File: config.mk
export PLATFORM = sky130hd
export DESIGN_NAME = input_port_controller
export DESIGN_NICKNAME = d
export VERILOG_FILES = /design/src/rtl/input_port_controller.sv
export SDC_FILE = /design/constraint.sdc
export NUM_CORES = 1
export LEC_CHECK = 0
export ABC_AREA = 0
export BUFFER_PORTS_ARGS = -buffer_cell sky130_fd_sc_hd__buf_2
export CAP_MARGIN = 20
export CORE_MARGIN = 8
export CORE_UTILIZATION = 51
export CTS_BUF_LIST = sky130_fd_sc_hd__clkbuf_4
export CTS_CLUSTER_SIZE = 16
export DETAILED_ROUTE_END_ITERATION = 7
export HOLD_SLACK_MARGIN = 0.06
export PLACE_DENSITY_LB_ADDON = 0.15
export SKIP_CTS_REPAIR_TIMING = 1
export SLEW_MARGIN = 25
export SYNTH_ARGS = -nofsm -noshare
export SYNTH_HDL_FRONTEND = slang
export SYNTH_SLANG_ARGS = --single-unit
File: constraint.sdc
create_clock -name clk -period 3.3 [get_ports clk]
set_clock_uncertainty 0.2 [all_clocks]
set_input_delay 0.33 -clock clk [delete_from_list [all_inputs] [get_ports clk]]
set_output_delay 0.33 -clock clk [all_outputs]
set_load 0.01 [all_outputs]
File: src/rtl/input_port_controller.sv
// Router input port: flit FIFO, head decode handshake, switch
// allocation request and packet streaming to the crossbar.
module input_port_controller #(
    parameter  int DATA_WIDTH    = 8,
    parameter  int PhitPerFlit   = 2,
    parameter  int REQUEST_WIDTH = 3,
    parameter  int BUFFER_DEPTH  = 4,
    localparam int FLIT_W        = PhitPerFlit * DATA_WIDTH,
    localparam int PtrW          = $clog2(BUFFER_DEPTH)
) (
    input  logic                     clk,
    input  logic                     rst,
    input  logic [FLIT_W-1:0]        in_data,
    input  logic                     in_valid,
    output logic                     in_ready,
    output logic                     decodeHeadFlit,
    output logic [FLIT_W-1:0]        HeadFlit,
    input  logic                     headFlitDecoded,
    input  logic [REQUEST_WIDTH-1:0] RequestMessage,
    output logic                     portRequest,
    output logic [REQUEST_WIDTH-1:0] requestedPort,
    input  logic                     portGrant,
    output logic                     portRelease,
    output logic [FLIT_W-1:0]        out_data,
    output logic                     out_valid,
    input  logic                     out_ready,
    output logic                     dropPulse
);

    typedef enum logic [1:0] {
        Idle,
        Decode,
        Request,
        Transfer
    } state_t;

    localparam logic [1:0] TypeHead     = 2'b01;
    localparam logic [1:0] TypeHeadTail = 2'b00;
    localparam logic [1:0] TypeTail     = 2'b11;

    state_t state;
    state_t nextState;

    logic [FLIT_W-1:0] mem [BUFFER_DEPTH];
    logic [PtrW-1:0]   wrPtr;
    logic [PtrW-1:0]   rdPtr;
    logic [PtrW:0]     count;

    logic              empty;
    logic              full;
    logic              push;
    logic              pop;
    logic [FLIT_W-1:0] headEntry;
    logic [1:0]        headType;
    logic              isHead;
    logic              isTail;

    assign empty     = (count == '0);
    assign full      = (count == (PtrW+1)'(BUFFER_DEPTH));
    assign in_ready  = !full;
    assign push      = in_valid && in_ready;
    assign headEntry = mem[rdPtr];
    assign HeadFlit  = headEntry;
    assign out_data  = headEntry;
    assign headType  = headEntry[FLIT_W-1 -: 2];
    assign isHead    = (headType == TypeHead) || (headType == TypeHeadTail);
    assign isTail    = (headType == TypeTail) || (headType == TypeHeadTail);

    // Storage is not reset; only the pointers define what is valid.
    always_ff @(posedge clk) begin
        if (push) mem[wrPtr] <= in_data;
    end

    always_ff @(posedge clk or posedge rst) begin
        if (rst) begin
            wrPtr <= '0;
            rdPtr <= '0;
            count <= '0;
        end else begin
            if (push) wrPtr <= wrPtr + PtrW'(1);
            if (pop)  rdPtr <= rdPtr + PtrW'(1);
            unique case ({push, pop})
                2'b10:   count <= count + (PtrW+1)'(1);
                2'b01:   count <= count - (PtrW+1)'(1);
                default: count <= count;
            endcase
        end
    end

    always_ff @(posedge clk or posedge rst) begin
        if (rst) begin
            state         <= Idle;
            requestedPort <= '0;
        end else begin
            state <= nextState;
            if (state == Decode && headFlitDecoded)
                requestedPort <= RequestMessage;
        end
    end

    always_comb begin
        nextState = state;
        unique case (state)
            Idle:     if (!empty && isHead) nextState = Decode;
            Decode:   if (headFlitDecoded) nextState = Request;
            Request:  if (portGrant) nextState = Transfer;
            Transfer: if (!empty && out_ready && isTail) nextState = Idle;
            default:  nextState = Idle;
        endcase
    end

    always_comb begin
        decodeHeadFlit = 1'b0;
        portRequest    = 1'b0;
        out_valid      = 1'b0;
        portRelease    = 1'b0;
        dropPulse      = 1'b0;
        pop            = 1'b0;
        unique case (state)
            Idle: begin
                // A body/tail with no preceding head has no route.
                if (!empty && !isHead) begin
                    dropPulse = 1'b1;
                    pop       = 1'b1;
                end
            end
            Decode:  decodeHeadFlit = 1'b1;
            Request: portRequest    = 1'b1;
            Transfer: begin
                out_valid   = !empty;
                pop         = !empty && out_ready;
                portRelease = !empty && out_ready && isTail;
            end
            default: ;
        endcase
    end

endmodule

==> summary.txt <==
Route
  – Routed wire per std cell: ~18 microns
  – Vias: between 1500 and 2000
  – Antenna-violating nets left: 0
  – Drt pass-1 iters: 4
  – Final WL: 6120 microns
  – Vias per std cell: 5.18
  – Detailed router's first-iteration violation count: 116
  – Drt drc: 0

Synthesis
  – Ys Warns: 0
  – Top FF cell, synth: edfxtp_1
  – Synth cell types: 29
  – Post-synth EDFFs: between 60 and 70
  – Synth async-reset ratio: between 15 and 20%
  – Syn Nets: 213
  – Mapped cell area: around 0.0033 sq mm
  – Syn Inst Count: 175
  – Sequential area share after synthesis: 68.3%
  – Yosys top cell by area: edfxtp_1
  – Synthesized area per cell: 18.6 sq um
  – Largest cells by area after synthesis: edfxtp_1 (59%), mux4_2 (11%), dfrtp_1 (9.2%)
  – Post-synthesis register bit count: 76
  – Top cell type's share of synthesized area: 59.0%

Clock network
  – CTS tree: yes
  – Total clock sinks: 76
  – H-tree depth: 3
  – CTS clock-pin slew for the worst setup and hold paths: 0.11 ns
  – Clk_lat worst skew: 0.40 ns
  – Clock Tree Buf Depth: 2
  – CTS Buf Count: 9
  – Clock root buffer: clkbuf_4

Layout
  – Finished Core Util: ~64%
  – Final #Nets: between 200 and 300
  – ANT cells: 0
  – Layout area overhead: 22.8%
  – Share of layout cells above drive strength 1: a little over two fifths
  – Final instance area: between 0.003 and 0.004 sq mm
  – Fill cells: 444

Power
  – Leakage power: 1.59 nW
  – Peak VDD IR: 574 uV
  – Power Dens Cells: 935 mW/mm^2

Critical path
  – CP cell instances: mux4_2 > ha_2 > or4b_4 > a21oi_4 > ha_4 > inv_1 > fa_2 > xor2_1 > nor2_1 > xor2_1
  – CP endpoint kind: flop
  – Levels on crit path: 10
  – R2R depth: 10
  – Critical setup path kind: flop to flop
  – CP max stage cell: mux4_2
  – Worst EP arrival: 3.30 ns
  – Setup crit start kind: flop
  – Largest delay share family, worst path: adder cells
  – Required @ worst endpoint: 3.42 ns
  – Bufs and invs on worst path: 1
  – Most used cell, CP: xor2_1
  – CP max FO: 4
  – Slowest Stage Delay on Critical Path: 0.57 ns

Global routing
  – First-pass GRT wire length: roughly 9400 microns
  – Initial antenna violation count: 0
  – Global-route usage over all layers: 14.1%
  – Largest net degree at the start of global routing: 17
  – Number of global-route vias before repair: 1874
  – GRT Residual Overflow: 0

STA
  – Final Critical Period: around 3.2 ns
  – Final Hold Viols: 0
  – Final setup violation count: 0
  – Slew HR: between 30% and 40%
  – Fmax: 315 MHz
  – Slew Viols, Final: 0
  – Fin crit share: a little over nine tenths
  – Worst Tran Pin Value: 0.903 ns
  – Hold_ws: 0.150 ns

Status
  – Status: complete, no violations

Placement
  – IO buf count: 65
  – Area after DPL: between 0.003 and 0.004 sq mm
  – GPL Wtd Cong: 0.711
  – HPWL after detailed placement: 4020 microns

Min path
  – Hold crit path type: input pin to flop
  – Hold Crit Depth: 3

Floorplanning
  – Die Footprint: 0.00920 sq mm
  – Initial Util: around 52%
  – Die Y-Extent: 95.9 microns
  – Die X: 95.9 microns
  – I/O pin count: 66
  – # rows: 29
  – Core Area: roughly 0.0063 sq mm

Run
  – Max Cap Violations: 0
==> routing by layer <==
layer,share of wire (%),vias to the layer above,track usage (%)
li1,-,807,-
met1,40,891,15.6
met2,53,50,24.3
met3,5.5,9,3.90
met4,1.6,0,7.30
met5,0,-,0
==> cell usage after synthesis (2+ instances only) <==
| cell | instances |
|---|---|
| edfxtp_1 | 64 |
| dfrtp_1 | 12 |
| ha_1 | 12 |
| xor2_1 | 3 |
| buf_4 | 19 |
| mux2i_1 | 2 |
| xnor2_1 | 2 |
| nor2_1 | 4 |
| inv_1 | 11 |
| mux2_1 | 5 |
| nand2_1 | 3 |
| inv_2 | 2 |
| nor2b_1 | 2 |
| and3_1 | 4 |
| mux4_2 | 16 |
==> layout by cell type (no fill, tap or decap), drive strengths merged, types with 2 or more instances in the layout <==
cell         instances
mux2                 5
nand2                4
nor2                 4
buf                 72
inv                 14
clkbuf               9
and3                 4
xor2                 3
nor2b                2
ha                  12
mux2i                2
dlygate4sd3         20
xnor2                3
bufinv               4
edfxtp              64
mux4                16
dfrtp               12
==> kinds of logic (layout without fill, tap and decap cells) <==
group | after synthesis | after routing | share of synthesized area [%]
adder cells (fa/ha/maj) | 13 | 13 | 5.23
AO/OA/AOI/OAI | 3 | 3 | 0.884
flip-flops | 76 | 76 | 68.3
XOR/XNOR | 6 | 6 | 1.85
buffers and inverters | 33 | 120 | 6.34
AND/OR/NAND/NOR | 21 | 21 | 4.04
multiplexers | 23 | 23 | 13.4
==> flip-flops by register name, indices dropped and copies added (netlist names) <==
name / cells
count: 3
mem: 64
rdPtr: 2
requestedPort: 3
state: 2
wrPtr: 2
==> worst register-to-register path, stage by stage (launching register included) <==
cell and delay, ns:
dfrtp_1 0.42, mux4_2 0.57, ha_2 0.22, or4b_4 0.52, a21oi_4 0.21, ha_4 0.16
inv_1 0.05, fa_2 0.33, xor2_1 0.15, nor2_1 0.13, xor2_1 0.14
==> metrics by stage <==
step	power [mW]	instances	setup TNS [ns]	worst slack (ns)
floorplan	2.58	175	0	0.0338
global placement	2.87	300	0	0.142
finish	3.74	339	0	0.120
global route	3.99	339	-0.0241	-0.0241
CTS	3.71	315	0	0.00719
detailed placement	2.94	300	0	0.0496
==> where the power goes <==
part           internal, mW  switching (mW)  total, mW
Combinational         0.731           0.832       1.56
Clock                 0.459           0.308      0.767
Sequential             1.30           0.107       1.41
Total                  2.49            1.25       3.74
==> final cells by class <==
type,count,area (sq um),share of cell area [%]
Inverter,13,48.8,1.22
Multi-Input combinational cell,66,847,21.2
Sequential cell,76,2220,55.6
Timing Repair Buffer,92,578,14.5
Tap cell,77,96.3,2.41
Clock inverter,6,136,3.41
Clock buffer,9,67.6,1.69
==> path summary, 6_finish.rpt <==
| path | startpoint | end | slack (ns) |
|---|---|---|---|
| hold / removal | headFlitDecoded | requestedPort[0]$_DFFE_PP0P_ | 0.15 |
| max in group asynchronous | rst | count[0]$_DFFE_PP0P_ | 2.31 |
| min in group asynchronous | rst | state[0]$_DFFE_PP0P_ | 0.27 |
| hold reg to reg | requestedPort[0]$_DFFE_PP0P_ | requestedPort[0]$_DFFE_PP0P_ | 0.31 |
| setup / recovery | rdPtr[0]$_DFFE_PP0P_ | count[2]$_DFFE_PP0P_ | 0.12 |
| setup reg to reg | rdPtr[0]$_DFFE_PP0P_ | count[2]$_DFFE_PP0P_ | 0.12 |
Power figures use the tool's default switching activity.
